$ cat src/rtl/branch_resolve_redirect_if.sv
`default_nettype none
// ============================================================================
// Module      : branch_resolve_redirect_if
// Description : Bundle of pipeline-control, branch-info and redirect/flush
//               signals exchanged between the pipeline and the branch
//               resolve/redirect unit. The master drives stalls and branch
//               info; the slave (resolve unit) returns redirects, flushes,
//               predictor feedback and performance counters.
// Revision    : 1.0 - initial release
// ============================================================================
interface branch_resolve_redirect_if #(
    parameter int PC_W  = 32,
    parameter int CNT_W = 32
);
    // pipeline control
    logic             stallD;
    logic             stallE;
    logic             stallM;
    logic             ext_flushE;
    // branch information from D and E
    logic             branchD;
    logic             pred_takeD;
    logic [PC_W-1:0]  pcD;
    logic [PC_W-1:0]  targetD;
    logic             actual_takeE;
    // redirect and flush controls
    logic             redirect;
    logic [PC_W-1:0]  redirect_pc;
    logic             flushD;
    logic             flushE;
    logic             flushM;
    // predictor feedback
    logic             branchM;
    logic             pred_takeM;
    logic             actual_takeM;
    logic             mispredictM;
    // performance counters
    logic [CNT_W-1:0] branch_cnt;
    logic [CNT_W-1:0] mispred_cnt;

    modport master (
        output stallD, stallE, stallM, ext_flushE,
        output branchD, pred_takeD, pcD, targetD, actual_takeE,
        input  redirect, redirect_pc, flushD, flushE, flushM,
        input  branchM, pred_takeM, actual_takeM, mispredictM,
        input  branch_cnt, mispred_cnt
    );

    modport slave (
        input  stallD, stallE, stallM, ext_flushE,
        input  branchD, pred_takeD, pcD, targetD, actual_takeE,
        output redirect, redirect_pc, flushD, flushE, flushM,
        output branchM, pred_takeM, actual_takeM, mispredictM,
        output branch_cnt, mispred_cnt
    );
endinterface
`default_nettype wire

$ cat src/rtl/branch_resolve_redirect.sv
`default_nettype none
// ============================================================================
// Module      : branch_resolve_redirect
// Description : Carries D-stage branch predictions down the D->E->M pipeline,
//               captures the E-stage outcome, detects mispredicts in M and
//               produces fetch redirects, pipeline flushes, predictor
//               feedback and saturating branch/mispredict counters.
// Revision    : 1.0 - initial release
// ============================================================================
module branch_resolve_redirect #(
    parameter int CNT_W = 32,
    parameter int PC_W  = 32
) (
    input  wire logic                 clk,
    input  wire logic                 rst,
    branch_resolve_redirect_if.slave  bus
);

    // D/E pipeline register fields
    logic             r_branchE;
    logic             r_pred_takeE;
    logic [PC_W-1:0]  r_pcE;
    logic [PC_W-1:0]  r_targetE;

    // E/M pipeline register fields
    logic             r_branchM;
    logic             r_pred_takeM;
    logic             r_actual_takeM;
    logic [PC_W-1:0]  r_pcM;
    logic [PC_W-1:0]  r_targetM;

    // performance counters
    logic [CNT_W-1:0] r_branch_cnt;
    logic [CNT_W-1:0] r_mispred_cnt;

    // combinational control
    logic             w_mispredictM;
    logic             w_predredirD;
    logic [PC_W-1:0]  w_correct_pc;
    logic             w_redirect;
    logic [PC_W-1:0]  w_redirect_pc;
    logic             w_flushD;
    logic             w_flushE;
    logic             w_flushM;
    logic             w_resolveM;

    localparam logic [PC_W-1:0]  C_PC_INC  = PC_W'(4);
    localparam logic [CNT_W-1:0] C_CNT_ONE = CNT_W'(1);
    localparam logic [CNT_W-1:0] C_CNT_MAX = '1;

    // A branch in M only resolves on a cycle where M is allowed to advance.
    assign w_resolveM    = r_branchM & ~bus.stallM;
    assign w_mispredictM = w_resolveM & (r_pred_takeM != r_actual_takeM);
    assign w_predredirD  = bus.pred_takeD & bus.branchD & ~bus.stallD;
    // Fall-through address wraps naturally at the PC width.
    assign w_correct_pc  = r_actual_takeM ? r_targetM : (r_pcM + C_PC_INC);

    // Redirect/flush selection: an M mispredict overrides any D prediction.
    always_comb begin
        w_redirect    = 1'b0;
        w_redirect_pc = '0;
        w_flushD      = 1'b0;
        w_flushE      = 1'b0;
        w_flushM      = 1'b0;
        if (w_mispredictM) begin
            w_redirect    = 1'b1;
            w_redirect_pc = w_correct_pc;
            w_flushD      = 1'b1;
            w_flushE      = 1'b1;
            w_flushM      = 1'b1;
        end else if (w_predredirD) begin
            w_redirect    = 1'b1;
            w_redirect_pc = bus.targetD;
            w_flushD      = 1'b1;
        end
    end

    // D/E register: clear beats load beats hold; ext bubble also beats stall.
    always_ff @(posedge clk) begin
        if (rst || w_flushE || bus.ext_flushE) begin
            r_branchE    <= 1'b0;
            r_pred_takeE <= 1'b0;
            r_pcE        <= '0;
            r_targetE    <= '0;
        end else if (!bus.stallE) begin
            r_branchE    <= bus.branchD;
            r_pred_takeE <= bus.pred_takeD & bus.branchD;
            r_pcE        <= bus.pcD;
            r_targetE    <= bus.targetD;
        end
    end

    // E/M register: outcome is only meaningful when the E entry is a branch.
    always_ff @(posedge clk) begin
        if (rst || w_flushM) begin
            r_branchM      <= 1'b0;
            r_pred_takeM   <= 1'b0;
            r_actual_takeM <= 1'b0;
            r_pcM          <= '0;
            r_targetM      <= '0;
        end else if (!bus.stallM) begin
            r_branchM      <= r_branchE;
            r_pred_takeM   <= r_pred_takeE;
            r_actual_takeM <= r_branchE & bus.actual_takeE;
            r_pcM          <= r_pcE;
            r_targetM      <= r_targetE;
        end
    end

    // Saturating counters of resolved branches and resolved mispredicts.
    always_ff @(posedge clk) begin
        if (rst) begin
            r_branch_cnt  <= '0;
            r_mispred_cnt <= '0;
        end else if (w_resolveM) begin
            if (r_branch_cnt != C_CNT_MAX) begin
                r_branch_cnt <= r_branch_cnt + C_CNT_ONE;
            end
            if (w_mispredictM && (r_mispred_cnt != C_CNT_MAX)) begin
                r_mispred_cnt <= r_mispred_cnt + C_CNT_ONE;
            end
        end
    end

    assign bus.redirect     = w_redirect;
    assign bus.redirect_pc  = w_redirect_pc;
    assign bus.flushD       = w_flushD;
    assign bus.flushE       = w_flushE;
    assign bus.flushM       = w_flushM;
    assign bus.branchM      = r_branchM;
    assign bus.pred_takeM   = r_pred_takeM;
    assign bus.actual_takeM = r_actual_takeM;
    assign bus.mispredictM  = w_mispredictM;
    assign bus.branch_cnt   = r_branch_cnt;
    assign bus.mispred_cnt  = r_mispred_cnt;

endmodule
`default_nettype wire
$ cat src/flat_wrapper.sv
// flat-port wrapper written by rule: the top's interface ports become plain ports
module branch_resolve_redirect_flat 
#(
    parameter int CNT_W = 32,
    parameter int PC_W  = 32
)
  (clk, rst, bus_stallD, bus_stallE, bus_stallM, bus_ext_flushE, bus_branchD, bus_pred_takeD, bus_pcD, bus_targetD, bus_actual_takeE, bus_redirect, bus_redirect_pc, bus_flushD, bus_flushE, bus_flushM, bus_branchM, bus_pred_takeM, bus_actual_takeM, bus_mispredictM, bus_branch_cnt, bus_mispred_cnt);
  branch_resolve_redirect_if #(.PC_W(PC_W), .CNT_W(CNT_W)) bus_i ();
  input  wire logic clk;
  input  wire logic rst;
  input wire logic [$bits(bus_i.stallD)-1:0] bus_stallD;
  input wire logic [$bits(bus_i.stallE)-1:0] bus_stallE;
  input wire logic [$bits(bus_i.stallM)-1:0] bus_stallM;
  input wire logic [$bits(bus_i.ext_flushE)-1:0] bus_ext_flushE;
  input wire logic [$bits(bus_i.branchD)-1:0] bus_branchD;
  input wire logic [$bits(bus_i.pred_takeD)-1:0] bus_pred_takeD;
  input wire logic [$bits(bus_i.pcD)-1:0] bus_pcD;
  input wire logic [$bits(bus_i.targetD)-1:0] bus_targetD;
  input wire logic [$bits(bus_i.actual_takeE)-1:0] bus_actual_takeE;
  output wire logic [$bits(bus_i.redirect)-1:0] bus_redirect;
  output wire logic [$bits(bus_i.redirect_pc)-1:0] bus_redirect_pc;
  output wire logic [$bits(bus_i.flushD)-1:0] bus_flushD;
  output wire logic [$bits(bus_i.flushE)-1:0] bus_flushE;
  output wire logic [$bits(bus_i.flushM)-1:0] bus_flushM;
  output wire logic [$bits(bus_i.branchM)-1:0] bus_branchM;
  output wire logic [$bits(bus_i.pred_takeM)-1:0] bus_pred_takeM;
  output wire logic [$bits(bus_i.actual_takeM)-1:0] bus_actual_takeM;
  output wire logic [$bits(bus_i.mispredictM)-1:0] bus_mispredictM;
  output wire logic [$bits(bus_i.branch_cnt)-1:0] bus_branch_cnt;
  output wire logic [$bits(bus_i.mispred_cnt)-1:0] bus_mispred_cnt;
  assign bus_i.stallD = bus_stallD;
  assign bus_i.stallE = bus_stallE;
  assign bus_i.stallM = bus_stallM;
  assign bus_i.ext_flushE = bus_ext_flushE;
  assign bus_i.branchD = bus_branchD;
  assign bus_i.pred_takeD = bus_pred_takeD;
  assign bus_i.pcD = bus_pcD;
  assign bus_i.targetD = bus_targetD;
  assign bus_i.actual_takeE = bus_actual_takeE;
  assign bus_redirect = bus_i.redirect;
  assign bus_redirect_pc = bus_i.redirect_pc;
  assign bus_flushD = bus_i.flushD;
  assign bus_flushE = bus_i.flushE;
  assign bus_flushM = bus_i.flushM;
  assign bus_branchM = bus_i.branchM;
  assign bus_pred_takeM = bus_i.pred_takeM;
  assign bus_actual_takeM = bus_i.actual_takeM;
  assign bus_mispredictM = bus_i.mispredictM;
  assign bus_branch_cnt = bus_i.branch_cnt;
  assign bus_mispred_cnt = bus_i.mispred_cnt;
  branch_resolve_redirect #(.CNT_W(CNT_W), .PC_W(PC_W)) u_core (.clk(clk), .rst(rst), .bus(bus_i));
endmodule
$ cat config.mk
export PLATFORM = sky130hd
export DESIGN_NAME = branch_resolve_redirect_flat
export DESIGN_NICKNAME = d
export VERILOG_FILES = /design/src/rtl/branch_resolve_redirect_if.sv /design/src/rtl/branch_resolve_redirect.sv /design/src/flat_wrapper.sv
export SDC_FILE = /design/constraint.sdc
export NUM_CORES = 1
export LEC_CHECK = 0
export BUFFER_PORTS_ARGS = -buffer_cell sky130_fd_sc_hd__buf_4
export CORE_MARGIN = 2
export CORE_UTILIZATION = 50
export DETAILED_ROUTE_END_ITERATION = 7
export MAX_ROUTING_LAYER = met4
export PLACE_DENSITY = 0.73
export SKIP_CTS_REPAIR_TIMING = 1
export SLEW_MARGIN = 10
export SYNTH_ARGS = -nofsm -noshare
export SYNTH_HDL_FRONTEND = slang
export SYNTH_SLANG_ARGS = --single-unit
$ cat constraint.sdc
create_clock -name clk -period 2.7 [get_ports clk]
set_input_delay 0.135 -clock clk [delete_from_list [all_inputs] [get_ports clk]]
set_output_delay 0.135 -clock clk [all_outputs]
set_load 0.1 [all_outputs]
Word-level counts from Yosys, hierarchy flattened
Index checks and enable logic that the tools add are counted.
- $add $sub $neg: 3
- equal/unequal tests: 3
- mux-type cells: 6
- bitwise logic cells: 7
- reduce and logical (&&, ||, !) cells: 5
- operators with widths (operator ; count):
    2-to-1 mux 32 bit ; 3
    adder 32 x 1 -> 32 bit, second input constant ; 2
    inequality test 32 bit, second input constant ; 2
    adder 32 x 3 -> 32 bit, second input constant ; 1
    AND 1 bit ; 5
    AND reduction 2 bit ; 2
    2-to-1 mux 1 bit ; 3
    logical OR 1 bit ; 2
    inverter 1 bit ; 2
    logical AND 1 bit ; 1
    inequality test 1 bit ; 1
- flip-flop bits (word level): 197
- input port bits: 73
- output and inout bits: 104
- word-level logic and storage cells: 35

Depth between registers and ports, before layout
- depth after elaboration: 6
- gate-level depth with buffers: 9
- mapped depth without buffers: 6

Least setup slack after synthesis
OpenSTA, ideal clock, no wires.
- path kind: reg-to-output
- start: register u_core.r_branchM (netlist: u_core.bus.branchM)
- end: output bus_redirect_pc[10]
- arrival time: 4.330 ns
- required time: 2.565 ns
- slack: -1.765 ns
- stages on the path, launching flop included: 8
- path buffers: 2
- path through: dfxtp_1 > nand2b_1 > or2_2 > buf_2 > inv_2 > clkbuf_1 > o21ai_0 > o21ai_0
- cells in the longest elaborated chain, start to end: 3
- ends and longest elaborated chain (what ; line ; text):
    start, declared ; branch_resolve_redirect.sv:26 ; logic r_branchM;
    start signal, assigned ; branch_resolve_redirect.sv:102 ; r_branchM <= r_branchE;
    AND 1 bit ; branch_resolve_redirect.sv:52 ; assign w_resolveM = r_branchM & ~bus.stallM;
    AND 1 bit ; branch_resolve_redirect.sv:53 ; assign w_mispredictM = w_resolveM & (r_pred_takeM != r_actual_takeM);
    2-to-1 mux 32 bit ; branch_resolve_redirect.sv:65 ; if (w_mispredictM) begin
    end, declared ; flat_wrapper.sv:21 ; output wire logic [$bits(bus_i.redirect_pc)-1:0] bus_redirect_pc;
Every way passes these cells.

Worst setup path in the final report
- start: register u_core.r_pcM[10]
- end: output bus_redirect_pc[26]
- cells in the longest elaborated chain, start to end: 3
- ends and longest elaborated chain (what ; line ; text):
    start, declared ; branch_resolve_redirect.sv:29 ; logic [PC_W-1:0] r_pcM;
    start signal, assigned ; branch_resolve_redirect.sv:105 ; r_pcM <= r_pcE;
    adder 32 x 3 -> 32 bit ; branch_resolve_redirect.sv:56 ; assign w_correct_pc = r_actual_takeM ? r_targetM : (r_pcM + C_PC_INC);
    2-to-1 mux 32 bit ; branch_resolve_redirect.sv:56 ;
    2-to-1 mux 32 bit ; branch_resolve_redirect.sv:65 ;
Every way passes these cells.

==> reports/qor.yml <==
synth_top_area_share_pct: 43.58
drtIter0Drc: 551
cp.arrival_ns: 2.55
drive_gt1_share_pct: 25.76
ys_async_sr_fraction_pct: 0
seq_area_frac_synth_pct: 43.58
synth-main-ff-cell: "dfxtp_1"
worst_pin_slew_ns: 1.170
yosys_warnings: 0
layout_worst_path_cycle_share_pct: 99.36
grt_pass1_vias: 7404
timing.reg2reg.setup_slack_ns: 0.36
cts_sinks: 197
cp_top_family: "simple AND/OR/NAND/NOR gates"
grt_max_degree: 68
fp.dieH_um: 138.5
area_delta_synth_final_pct: 33.45
worstPathRequired_ns: 2.57
die_w_um: 138.5
clockBufferDepth: 2
coreArea_um2: 17840
finalHoldViolCount: 3
yosys-top-cells-area: "dfxtp_1 44%, mux2i_1 15%, nor2_1 7.1%"
final_util_pct: 67.68
finalSetupViolCount: 0
port_buffers: 176
synth_edf_count: 0
initial_utilization_pct: 50.72
synth_seq_cells: 197
tns_ns: 0
fillers: 1417
multi_input_area_um2: 4938
crit_type: "flip-flop to output port"
num_rows: 49
yosys.area.top_type: "dfxtp_1"
clock-root-buffer: "clkbuf_16"
viasPerCell: 5.595
drc: 0
rsz0062_at_grt: "yes"
nNetsFinal: 1317
timing.critical_path.buf_inv: 1
synthCells: 1029
pre_cts_ws_ns: 0.3198
synth_common_cells: "197 x dfxtp_1, 170 x nor2_1, 137 x mux2i_1, 62 x nand3_1, 59 x o21ai_0"
synth_most_common_cell: "dfxtp_1"
cap_viol_max_count: 0
end_kind: "output port"
h-tree-depth: 4
crit_path_start_kind: "flip-flop"
avgSynthCellArea_um2: 8.794
diodes: 0
grt_antenna_before_repair: 0
wl_mm: 24.15
clkLatencyLatePin_ns: 0.43
hold-worst-slack_ns: -0.03272
grt_pass1_wl_mm: 37.48
gp_congestion: 0.8070
ios: 177
die_area_um2: 19190
skew_ns: 0.01029
peakVddDrop_mv: 0.4442
yosysUniqueCellTypes: 56
cts_tree: "yes"
synthesis.area_um2: 9049
period_needed_ns: 2.683
violations: "negative hold slack"
grt-ovfl-total: 0
status: "finished, violations left"
worst_slack_ns: 0.01728
critical-path-max-stage-delay_ns: 0.59
path_max_fanout: 6
power-per-cell-area_nw_per_um2: 512.2
dpl.hpwl_mm: 15.74
dr.pass1.iters: 5
clk_pin_slew_worst_paths_ns: 0.07
grtUsageTotal_pct: 24.18
crit_slowest_cell: "or4_4"
power_leakage_nw: 4.886
wl_per_cell_um: 16.28
fmax_mhz: 372.8
cts_buffers: 17
register_area_um2: 4009
hp-class: "input port to flip-flop"
slew_viol_final: 0
slew_headroom_pct: 21.98
num_vias: 8298
power.total_mw: 6.185
crit_chain: "nand4_1, or4_4, nor3_1, mux2_2, nand2_1, buf_6"
syn-num-nets: 1105
ant_nets: 0
-- path summary, 6_finish.rpt --
check	endpoint	from	cells after the start
max	bus_redirect_pc[26]	u_core.r_pcM[10]	6
min	u_core.r_targetE[30]	bus_targetD[30]	3
min reg2reg	u_core.r_branchE	u_core.r_branchE	2
max reg2reg	u_core.bus.mispred_cnt[27]	u_core.bus.mispred_cnt[12]	5
-- cells in the final DEF (no fill, tap or decap), types with 4 or more instances in the layout --
cell	synthesis	layout
nor3_1	11	9
a21oi_1	53	53
xnor2_1	16	15
o211ai_1	14	14
inv_1	19	19
nor2b_1	8	8
buf_4	4	185
o21ai_2	0	11
o21ai_0	59	39
mux2i_1	137	137
and3_1	8	8
o31ai_1	18	18
dfxtp_2	0	40
nor4_4	1	4
dfxtp_4	0	4
or3_1	31	30
mux2_2	5	5
clkbuf_16	0	17
dlygate4sd3_1	0	62
or4_1	20	19
nand4_1	27	27
buf_6	1	7
nor2_1	170	168
or2_2	5	4
dfxtp_1	197	153
nand2_1	32	31
inv_8	0	5
nor4_1	8	6
o21ai_1	2	11
nand3_1	62	60
xor2_1	17	17
-- tightest hold or removal path, cell delays in order --
cell,delay [ns]
buf_4,0.09
mux2i_1,0.06
nor2_1,0.08
-- sequential cells by signal (all words and copies together) (netlist names), 32 cells and up --
register and count:
u_core.r_pcE 32, u_core.r_pcM 32, u_core.r_targetE 32, u_core.r_targetM 32, u_core.bus.mispred_cnt 32, u_core.bus.branch_cnt 32
-- layer usage --
metal,vias to the layer above,GRT usage (%),wire length (um)
met5,-,-,0
met4,0,6.660,411
met3,29,3.395,1148
met2,247,38.80,11730
met1,3922,32.16,10860
li1,4100,-,-
-- cell families (layout without fill, tap and decap cells) --
family                     Yosys count  count (layout)  synth area share, %
adders and majority gates            3               3               0.4149
AOI/OAI and AO/OA                  166             166                10.99
muxes                              142             142                15.78
xor gates and xnor gates            33              33                3.194
and+or+nand+nor                    402             403                22.12
DFF                                197             197                43.58
buffers and inverters               86             310                3.913
-- where the power goes --
part	switching (mW)	internal [mW]	total [mW]	leakage, nW
clock	1.19	1.42	2.61	0.291
combinational	0.326	0.262	0.588	2.98
sequential	0.0345	2.95	2.98	1.62
total	1.55	4.63	6.18	4.89
-- cell type report --
type,instances,share of cell area [%]
Multi-Input combinational cell,747,40.90
Sequential cell,197,33.20
Timing Repair Buffer,257,17.79
Clock buffer,18,3.637
Tap cell,229,2.373
Clock inverter,14,1.388
Inverter,21,0.7150
-- through the flow --
step	instance area, um2	cells
after floorplan	9304	1029
after global placement	10780	1386
after detailed placement	10780	1386
after CTS	11390	1418
after global routing	12080	1483
final	12080	1483
(Power assumes the default switching activity.)
